$ cat src/rtl/pkt_rr_sched_pkg.sv
// Shared types and defaults for the per-output-port packet scheduler.
package pkt_rr_sched_pkg;

   typedef enum logic {
      SCHED_IDLE = 1'b0,
      SCHED_LOCK = 1'b1
   } sched_state_e;

   localparam int unsigned SCHED_NPORT   = 5;
   localparam int unsigned SCHED_CREDITS = 4;
   localparam int unsigned SCHED_CW      = 3;

endpackage

$ cat src/rtl/pkt_rr_sched_rr_pick.sv
// Rotating priority encoder: scans ptr+1, ptr+2, ... modulo NPORT; first set bit wins.
module pkt_rr_sched_rr_pick
   import pkt_rr_sched_pkg::*;
#(
   parameter int unsigned NPORT = SCHED_NPORT,
   parameter int unsigned IW    = $clog2(NPORT)
) (
   input  logic [NPORT-1:0] req,
   input  logic [IW-1:0]    ptr,
   output logic [NPORT-1:0] gnt,
   output logic [IW-1:0]    winner,
   output logic             any
);

   int unsigned idx;

   always_comb begin
      gnt    = '0;
      winner = '0;
      any    = 1'b0;
      idx    = 0;
      for (int unsigned k = 1; k <= NPORT; k++) begin
         idx = (int'(unsigned'(ptr)) + k) % NPORT;
         if (!any && req[idx]) begin
            any      = 1'b1;
            gnt[idx] = 1'b1;
            winner   = IW'(idx);
         end
      end
   end

endmodule

$ cat src/rtl/pkt_rr_sched.sv
// Output-port scheduler: round-robin with multicast precedence, packet lock and credit gating.
module pkt_rr_sched
   import pkt_rr_sched_pkg::*;
#(
   parameter int unsigned NPORT   = SCHED_NPORT,
   parameter int unsigned CREDITS = SCHED_CREDITS,
   parameter int unsigned CW      = SCHED_CW
) (
   input  logic             clk,
   input  logic             rst_,
   input  logic [NPORT-1:0] u_req,
   input  logic [NPORT-1:0] m_req,
   input  logic [NPORT-1:0] flit_tail,
   input  logic             credit_ret,
   output logic [NPORT-1:0] grt,
   output logic [NPORT-1:0] sel,
   output logic [NPORT-1:0] multab_ct,
   output logic             locked,
   output logic [CW-1:0]    credit_cnt,
   output logic             cred_err
);

   localparam int unsigned IW = $clog2(NPORT);

   sched_state_e   state_q, state_d;
   logic [IW-1:0]  owner_q, owner_d;
   logic [IW-1:0]  ptr_q, ptr_d;
   logic [CW-1:0]  credit_q, credit_d;
   logic           cred_err_q, cred_err_d;

   logic [NPORT-1:0] req_any;
   logic [NPORT-1:0] pick_req;
   logic [NPORT-1:0] pick_gnt;
   logic [IW-1:0]    pick_win;
   logic             pick_any;
   logic [IW-1:0]    win;
   logic             any_grt;

   assign req_any  = u_req | m_req;
   // Multicast/absorb requests fully mask unicast while any is pending.
   assign pick_req = (|m_req) ? m_req : u_req;

   pkt_rr_sched_rr_pick #(
      .NPORT (NPORT),
      .IW    (IW)
   ) u_pick (
      .req    (pick_req),
      .ptr    (ptr_q),
      .gnt    (pick_gnt),
      .winner (pick_win),
      .any    (pick_any)
   );

   always_comb begin
      grt = '0;
      win = owner_q;
      if (state_q == SCHED_IDLE) begin
         win = pick_win;
         if (credit_q != '0 && pick_any) begin
            grt = pick_gnt;
         end
      end else if (credit_q != '0) begin
         grt[owner_q] = req_any[owner_q];
      end
   end

   assign any_grt = |grt;

   always_comb begin
      state_d    = state_q;
      owner_d    = owner_q;
      ptr_d      = ptr_q;
      credit_d   = credit_q;
      cred_err_d = cred_err_q;

      case (state_q)
         SCHED_IDLE: begin
            if (any_grt) begin
               ptr_d = win;
               if (!flit_tail[win]) begin
                  state_d = SCHED_LOCK;
                  owner_d = win;
               end
            end
         end
         SCHED_LOCK: begin
            if (any_grt && flit_tail[owner_q]) begin
               state_d = SCHED_IDLE;
            end
         end
         default: state_d = SCHED_IDLE;
      endcase

      if (any_grt && !credit_ret) begin
         credit_d = credit_q - 1'b1;
      end else if (credit_ret && !any_grt) begin
         if (credit_q == CW'(CREDITS)) begin
            cred_err_d = 1'b1;
         end else begin
            credit_d = credit_q + 1'b1;
         end
      end
   end

   always_ff @(posedge clk) begin
      if (rst_) begin
         state_q    <= SCHED_IDLE;
         owner_q    <= '0;
         ptr_q      <= IW'(NPORT - 1);
         credit_q   <= CW'(CREDITS);
         cred_err_q <= 1'b0;
      end else begin
         state_q    <= state_d;
         owner_q    <= owner_d;
         ptr_q      <= ptr_d;
         credit_q   <= credit_d;
         cred_err_q <= cred_err_d;
      end
   end

   assign sel        = grt;
   assign multab_ct  = m_req & ~grt;
   assign locked     = (state_q == SCHED_LOCK);
   assign credit_cnt = credit_q;
   assign cred_err   = cred_err_q;

endmodule

$ cat config.mk
export PLATFORM = sky130hd
export DESIGN_NAME = pkt_rr_sched
export DESIGN_NICKNAME = d
export VERILOG_FILES = /design/src/rtl/pkt_rr_sched_pkg.sv /design/src/rtl/pkt_rr_sched_rr_pick.sv /design/src/rtl/pkt_rr_sched.sv
export SDC_FILE = /design/constraint.sdc
export NUM_CORES = 1
export LEC_CHECK = 0
export ABC_AREA = 1
export CAP_MARGIN = 30
export CORE_MARGIN = 4
export CORE_UTILIZATION = 42
export CTS_BUF_LIST = sky130_fd_sc_hd__clkbuf_4 sky130_fd_sc_hd__clkbuf_8
export DETAILED_ROUTE_END_ITERATION = 10
export DONT_BUFFER_PORTS = 1
export HOLD_SLACK_MARGIN = 0.03
export REMOVE_ABC_BUFFERS = 1
export SLEW_MARGIN = 20
export SYNTH_ARGS = -nofsm -noshare
export SYNTH_HDL_FRONTEND = slang
export SYNTH_SLANG_ARGS = --single-unit
$ cat constraint.sdc
create_clock -name clk -period 7.15 [get_ports clk]
set_input_delay 1.0725 -clock clk [delete_from_list [all_inputs] [get_ports clk]]
set_output_delay 1.0725 -clock clk [all_outputs]
set_load 0.03 [all_outputs]
==> results of run 1 <==
final cells by class:
class | instances | share of cell area, %
Clock buffer | 4 | 1.30
Inverter | 111 | 11.5
Multi-Input combinational cell | 501 | 77.4
Sequential cell | 11 | 5.89
Tap cell | 105 | 3.51
Timing Repair Buffer | 2 | 0.401
cell usage in the layout, fill, tap and decap left out, types with 6 or more instances in the layout:
cell type                   n
sky130_fd_sc_hd__nand3_2    9
sky130_fd_sc_hd__nand2_1  175
sky130_fd_sc_hd__nand4_1   29
sky130_fd_sc_hd__nor3_1    15
sky130_fd_sc_hd__o21ai_1    6
sky130_fd_sc_hd__inv_2     10
sky130_fd_sc_hd__ha_1      35
sky130_fd_sc_hd__nand3_1   47
sky130_fd_sc_hd__nand2_2   23
sky130_fd_sc_hd__nor2_1    54
sky130_fd_sc_hd__a21oi_1   24
sky130_fd_sc_hd__o21ai_0   29
sky130_fd_sc_hd__dfxtp_1   11
sky130_fd_sc_hd__nand2_4    8
sky130_fd_sc_hd__inv_1     96
through the flow:
step	setup slack, ns	util (%)	hold slack, ns	instance area [sq um]
after floorplan	1.22	-	0.485	3550
after global placement	1.02	44.5	0.532	3690
after detailed placement	0.820	44.5	0.537	3690
after CTS	0.706	45.1	0.545	3740
after global routing	0.101	45.1	0.588	3740
final	0.687	45.1	0.557	3740
cells by family (layout without fill, tap and decap cells):
group | after synthesis | count (layout) | synth area share, %
AOI/OAI and AO/OA | 83 | 83 | 14.1
xor gates and xnor gates | 6 | 6 | 1.65
adders and majority gates | 36 | 36 | 12.6
and+or+nand+nor | 376 | 376 | 51.3
buffers and inverters | 125 | 117 | 14.3
DFF | 11 | 11 | 6.06
routing by layer:
metal	part of all wire, %	up-vias	wire length [um]
li1	-	2039	-
met1	50	1756	4810
met2	46	88	4400
met3	4.2	6	404
met4	0.50	0	48
met5	0	-	0
Yosys cell counts, drive strengths merged:
library cell,instances
a21boi,2
nor4,3
o211ai,3
fa,1
ha,35
nor3,16
o2111ai,1
or2,1
buf,9
o31ai,3
dfxtp,11
o22ai,1
nand2,206
a221o,1
a21oi,26
nand3b,1
and3,1
o32ai,1
nand4,29
inv,109
o21ai,42
clkbuf,5
xor2,6
o311ai,1
nor2,60
o21a,1
a31oi,1
clkinv,2
nand3,59
registers in the layout, summed over array words and instances, names as in the netlist:
register,cells
ptr_q,3
credit_cnt,3
locked,1
cred_err,1
owner_q,3
worst paths after layout:
| path | end | slack (ns) | cells after the start | startpoint |
|---|---|---|---|---|
| worst min register to register | owner_q[1] | 0.56 | 2 | owner_q[1] |
| worst max-delay path | multab_ct[2] | 0.69 | 28 | ptr_q[1] |
| worst max register to register | credit_cnt[2] | 0.79 | 40 | ptr_q[1] |
| worst min-delay path | owner_q[1] | 0.56 | 2 | owner_q[1] |
critical path: cells and delay by family (launching register included):
| family | cells | cell delay [ns] |
|---|---|---|
| compound gates | 1 | 0.13 |
| xor+xnor | 1 | 0.33 |
| fa+ha+maj | 3 | 1.04 |
| buf+inv | 6 | 0.84 |
| flops | 1 | 0.56 |
| simple gates | 17 | 2.24 |
==> impl_results.rst, run 1 <==
.. list-table::
   :header-rows: 1

   * - Metric
     - Value
   * - Result of the run
     - finished, final reports clean
   * - Seq. cell area
     - 220 sq um
   * - Effective utilization at floorplan
     - 43.8%
   * - Placer's final routability congestion estimate
     - 0.954
   * - Share of the cycle needed by the critical path after routing
     - 90.4%
   * - # nets final
     - 684
   * - 1st-pass router iterations
     - 5
   * - Total of cells resized after clock tree synthesis
     - 0
   * - Maximum clock rate
     - 155 MHz
   * - Global routing usage on met2
     - 31.4%
   * - Sink Count
     - 11
   * - Cts bufs inserted
     - 3
   * - Pins Over Slew Limit
     - 0
   * - Maximum fanout along the worst path
     - 11
   * - Total of warnings raised by yosys
     - 0
   * - Core Region
     - 8300 sq um
   * - Path type of the worst min-delay path
     - flip-flop to flip-flop
   * - Final std cells w/o fill
     - 734
   * - Met1 track demand over resource
     - 27.9%
   * - Starting DRT DRC Count
     - 197
   * - CP Data Required Time
     - 6.08 ns
   * - Max Buffers Root-to-Sink
     - 2
   * - Width of the chip
     - 101 um
   * - Top cell type's share of synthesized area
     - 18.1%
   * - Number of violations of the max-capacitance limit
     - 0
   * - Detail-routed net length per standard cell
     - 13.2 um
   * - Endpoint class of the critical path
     - output port
   * - Worst Path Arrival
     - 5.39 ns
   * - Number of setup violations in the final report
     - 0
   * - Clock skew after layout
     - 0.00227 ns
   * - H-tree level count
     - 1
   * - Floorplan row count
     - 33
   * - Kind of launch point of the worst setup path
     - flip-flop
   * - Total of buffers placed on input and output ports
     - 0
   * - Root cell of the clock tree
     - sky130_fd_sc_hd__clkbuf_8
   * - Final total negative setup slack
     - 0 ns
   * - Filler cell count
     - 879
   * - Full die area
     - 10200 sq um
   * - Synth Instances
     - 637
   * - Count of unique library cells instantiated by Yosys
     - 48
   * - Gr ovfl total
     - 0
   * - # DRC
     - 0
   * - Vertical extent of the die
     - 101 um
   * - Setup bufs post-CTS
     - 0
   * - Multi-input gate area in the final layout
     - 2900 sq um
   * - Cell type contributing the most total cell area after synthesis
     - sky130_fd_sc_hd__nand2_1
   * - Total standard cell area after synthesis
     - 3630 sq um
   * - Post-synthesis sequential element count
     - 11
   * - Final worst path period need
     - 6.46 ns
   * - Ratio of cells with drive above 1 in the final layout
     - 12.6%
   * - Slowest library cell on the worst path
     - sky130_fd_sc_hd__nor2_1
   * - Initial antenna violation count
     - 0
   * - Busiest layer in global routing
     - met2
   * - Register area share after synthesis
     - 6.06%
   * - Clock Pin Slew Worst Setup and Hold Paths
     - 0.05 ns
   * - Antenna-violating nets left
     - 0
   * - Top cells by area in the synthesized netlist
     - sky130_fd_sc_hd__nand2_1, sky130_fd_sc_hd__ha_1, sky130_fd_sc_hd__inv_1
   * - Vias per inst
     - 5.30
   * - Cells after DPL
     - 730
   * - Area growth from synthesis to layout
     - 2.93%
   * - Grt met3 use
     - 1.52%
   * - Hold buffer count at CTS
     - 0
   * - Mapped Avg Cell Area
     - 5.71 sq um
   * - Overall routed net length
     - 9660 um
   * - TritonCTS clock tree
     - yes
   * - CP most frequent cell
     - sky130_fd_sc_hd__nand2_1
   * - Number of global-route vias before repair
     - 3603
   * - Transition time at the pin with the least slew margin
     - 0.795 ns
   * - Final Hold Violating Endpoints
     - 0
   * - Top-Level Pins
     - 38
   * - Maximum number of pins on one net before global-route repair
     - 27
   * - Critical path class
     - flip-flop to output port
   * - Global router's overall resource usage
     - 19.1%
   * - Via Count
     - 3889
   * - Unrepaired setup endpoints after global routing
     - no
   * - HPWL after detailed placement
     - 7950 um
   * - Clock latency at the later pin of the worst-skew pair
     - 0.24 ns
   * - Delay of the slowest cell on the worst path
     - 0.59 ns
   * - Worst-case headroom to the max-slew limit
     - 47.0%
   * - Global-route wire length before repair
     - 16400 um
   * - Diodes inserted
     - 0
Power of run 1 is left out: the tool's default activity adds up to more than one toggle a clock period on the data nets, which glitch-free logic cannot reach.
==> run 2: changes to the inputs <==
--- a/config.mk
+++ b/config.mk
@@ -5,14 +5,15 @@
 export SDC_FILE = /design/constraint.sdc
 export NUM_CORES = 1
 export LEC_CHECK = 0
-export ABC_AREA = 1
+export ABC_AREA = 0
 export CAP_MARGIN = 30
 export CORE_MARGIN = 4
-export CORE_UTILIZATION = 42
+export CORE_UTILIZATION = 55
 export CTS_BUF_LIST = sky130_fd_sc_hd__clkbuf_4 sky130_fd_sc_hd__clkbuf_8
 export DETAILED_ROUTE_END_ITERATION = 10
 export DONT_BUFFER_PORTS = 1
 export HOLD_SLACK_MARGIN = 0.03
+export PLACE_DENSITY = 0.7
 export REMOVE_ABC_BUFFERS = 1
 export SLEW_MARGIN = 20
 export SYNTH_ARGS = -nofsm -noshare
==> impl_results.rst, run 2 <==
.. list-table::
   :header-rows: 1

   * - Metric
     - Value
   * - Unrepaired setup endpoints after global routing
     - no
   * - CP most frequent cell
     - sky130_fd_sc_hd__ha_1
   * - 1st-pass router iterations
     - 5
   * - Vertical extent of the die
     - 92.0 um
   * - Maximum fanout along the worst path
     - 18
   * - Total standard cell area after synthesis
     - 3880 sq um
   * - Top cells by area in the synthesized netlist
     - sky130_fd_sc_hd__ha_1, sky130_fd_sc_hd__dfxtp_1, sky130_fd_sc_hd__nor2_1
   * - Placer's final routability congestion estimate
     - 0.958
   * - Share of synthesized flip-flops with an asynchronous set or reset
     - 0%
   * - Overall routed net length
     - 12000 um
   * - Total of cells resized after clock tree synthesis
     - 0
   * - Cts bufs inserted
     - 3
   * - Mapped Avg Cell Area
     - 7.04 sq um
   * - Sink Count
     - 11
   * - Clock latency at the later pin of the worst-skew pair
     - 0.24 ns
   * - Primary flip-flop cell chosen by synthesis mapping
     - sky130_fd_sc_hd__dfxtp_1
   * - Share of the cycle needed by the critical path after routing
     - 95.5%
   * - Ratio of cells with drive above 1 in the final layout
     - 11.1%
   * - Antenna-violating nets left
     - 0
   * - Number of violations of the max-capacitance limit
     - 0
   * - Effective utilization at floorplan
     - 56.9%
   * - Critical path class
     - flip-flop to output port
   * - Number of synthesized flops with an enable pin
     - 0
   * - Worst Path Arrival
     - 5.76 ns
   * - Root cell of the clock tree
     - sky130_fd_sc_hd__clkbuf_8
   * - Area growth from synthesis to layout
     - 3.99%
   * - H-tree level count
     - 1
   * - Most frequent standard cell in the layout excluding fill and tap cells
     - sky130_fd_sc_hd__nor2_1
   * - CP bufs+invs
     - 3
   * - Width of the chip
     - 92.0 um
   * - Clock Pin Slew Worst Setup and Hold Paths
     - 0.05 ns
   * - Pins Over Slew Limit
     - 0
   * - Setup ws final
     - 0.321 ns
   * - Leading cell type by number of instances after synthesis
     - sky130_fd_sc_hd__nor2_1
   * - Via Count
     - 4384
   * - Diodes inserted
     - 0
   * - Total of buffers placed on input and output ports
     - 0
   * - Starting DRT DRC Count
     - 435
   * - Slowest library cell on the worst path
     - sky130_fd_sc_hd__o31ai_2
   * - Endpoint class of the critical path
     - output port
   * - Max Buffers Root-to-Sink
     - 2
   * - Leading cell types in the layout, fill and taps excluded
     - sky130_fd_sc_hd__nor2_1, sky130_fd_sc_hd__nand2_1, sky130_fd_sc_hd__inv_1, sky130_fd_sc_hd__ha_1, sky130_fd_sc_hd__a21oi_1
   * - Synth Instances
     - 552
   * - Kind of launch point of the worst setup path
     - flip-flop
   * - TritonCTS clock tree
     - yes
   * - Worst-case headroom to the max-slew limit
     - 38.1%
   * - Number of setup violations in the final report
     - 0
   * - Full die area
     - 8470 sq um
   * - Total of warnings raised by yosys
     - 0
   * - Filler cell count
     - 670
   * - Hold buffer count at CTS
     - 0
   * - Top cell type's share of synthesized area
     - 11.3%
   * - Post-synthesis sequential element count
     - 11
   * - Clock skew after layout
     - 0.00559 ns
   * - Leading cell types by count after synthesis
     - sky130_fd_sc_hd__nor2_1, sky130_fd_sc_hd__nand2_1, sky130_fd_sc_hd__inv_1
   * - Top-Level Pins
     - 38
   * - Maximum number of pins on one net before global-route repair
     - 54
   * - Final worst path period need
     - 6.83 ns
   * - # nets final
     - 596
   * - Global router's overall resource usage
     - 28.2%
   * - Path type of the worst min-delay path
     - flip-flop to flip-flop
   * - # DRC
     - 0
   * - Final Hold Violating Endpoints
     - 0
   * - Delay of the slowest cell on the worst path
     - 0.57 ns
   * - Initial antenna violation count
     - 0
   * - Result of the run
     - finished, final reports clean
   * - Detail-routed net length per standard cell
     - 18.8 um
   * - Setup bufs post-CTS
     - 0
   * - Dpl ws
     - 0.597 ns
   * - Critical-path cell list
     - buf_4 > ha_1 > xor2_4 > ha_1 > nor3_1 > o22ai_1 > xnor2_1 > ha_1 > inv_1 > nor2_1 > o31ai_2 > xnor2_1 > o32ai_1 > o211ai_1 > a211oi_1 > nand2_1 > a31oi_4 > or2_2 > buf_4
   * - Vias per inst
     - 6.88
   * - Global-route wire length before repair
     - 20100 um
   * - Core Region
     - 6830 sq um
   * - CP Data Required Time
     - 6.08 ns
   * - Final worst hold slack
     - 0.563 ns
   * - Count of unique library cells instantiated by Yosys
     - 86
   * - Gr ovfl total
     - 0
   * - HPWL after detailed placement
     - 9570 um
   * - Floorplan row count
     - 30
   * - Maximum clock rate
     - 146 MHz
   * - Register area share after synthesis
     - 5.67%
   * - Cell type contributing the most total cell area after synthesis
     - sky130_fd_sc_hd__ha_1
   * - Gate family responsible for the most delay along the worst path
     - compound AO/OA/AOI/OAI gates
   * - Transition time at the pin with the least slew margin
     - 0.914 ns
   * - Number of global-route vias before repair
     - 4080
[run 2: cell types whose count changed after synthesis, sizes merged, moves of 12 or more]
cell,delta
a211oi,+13
a31oi,+13
clkbuf,+14
inv,-67
mux2i,+17
nand2,-165
nand3,-45
nand4,-25
nor4,+12
[run 2: final timing paths]
path              depth (start not counted)       start             to  slack (ns)
setup / recovery                         19    ptr_q[1]         grt[4]        0.32
hold / removal                            2  owner_q[1]     owner_q[1]        0.56
setup reg to reg                         26    ptr_q[1]  credit_cnt[2]        0.47
hold reg to reg                           2  owner_q[1]     owner_q[1]        0.56
[run 2: layout make-up]
type	count	area, sq um	area share [%]
Timing Repair Buffer	19	143	3.53
Inverter	42	160	3.96
Tap cell	96	120	2.97
Sequential cell	11	221	5.48
Multi-Input combinational cell	465	3350	82.8
Clock buffer	4	48.8	1.21
[run 2: kinds of logic (layout without fill, tap and decap cells)]
logic type	after synthesis	after routing	share of synthesized area (%)
simple gates	198	198	26.7
compound gates	194	194	37.7
buf+inv	76	65	8.21
fa+ha+maj	36	36	11.8
mux	24	24	6.60
xor+xnor	13	13	3.41
flops	11	11	5.67
[run 2: worst register-to-register path: cells and delay by family (launching register included)]
kind	cells	cell delay [ns]
simple gates	5	0.62
flops	1	0.32
fa+ha+maj	5	1.70
buf+inv	4	0.52
xor+xnor	4	0.90
compound gates	8	2.47
[run 2: per-stage QoR]
stage / cells / TNS [ns] / instance area [sq um] / util (%)
after floorplan: 518 / -2.43 / 3730 / -
after global placement: 633 / 0 / 3990 / 58.4
after detailed placement: 633 / 0 / 3990 / 58.4
after CTS: 637 / 0 / 4040 / 59.1
after global routing: 637 / 0 / 4040 / 59.1
final: 637 / 0 / 4040 / 59.1
[run 2: metal layers]
metal  routed length, um  vias up  track usage (%)
met1                5270     2078             37.4
met2                5520      192             45.6
met3                 759       36             3.94
met4                 457        0             11.4
li1                    -     2078                -
met5                   0        -                0
Power of run 2 is left out for the same reason.
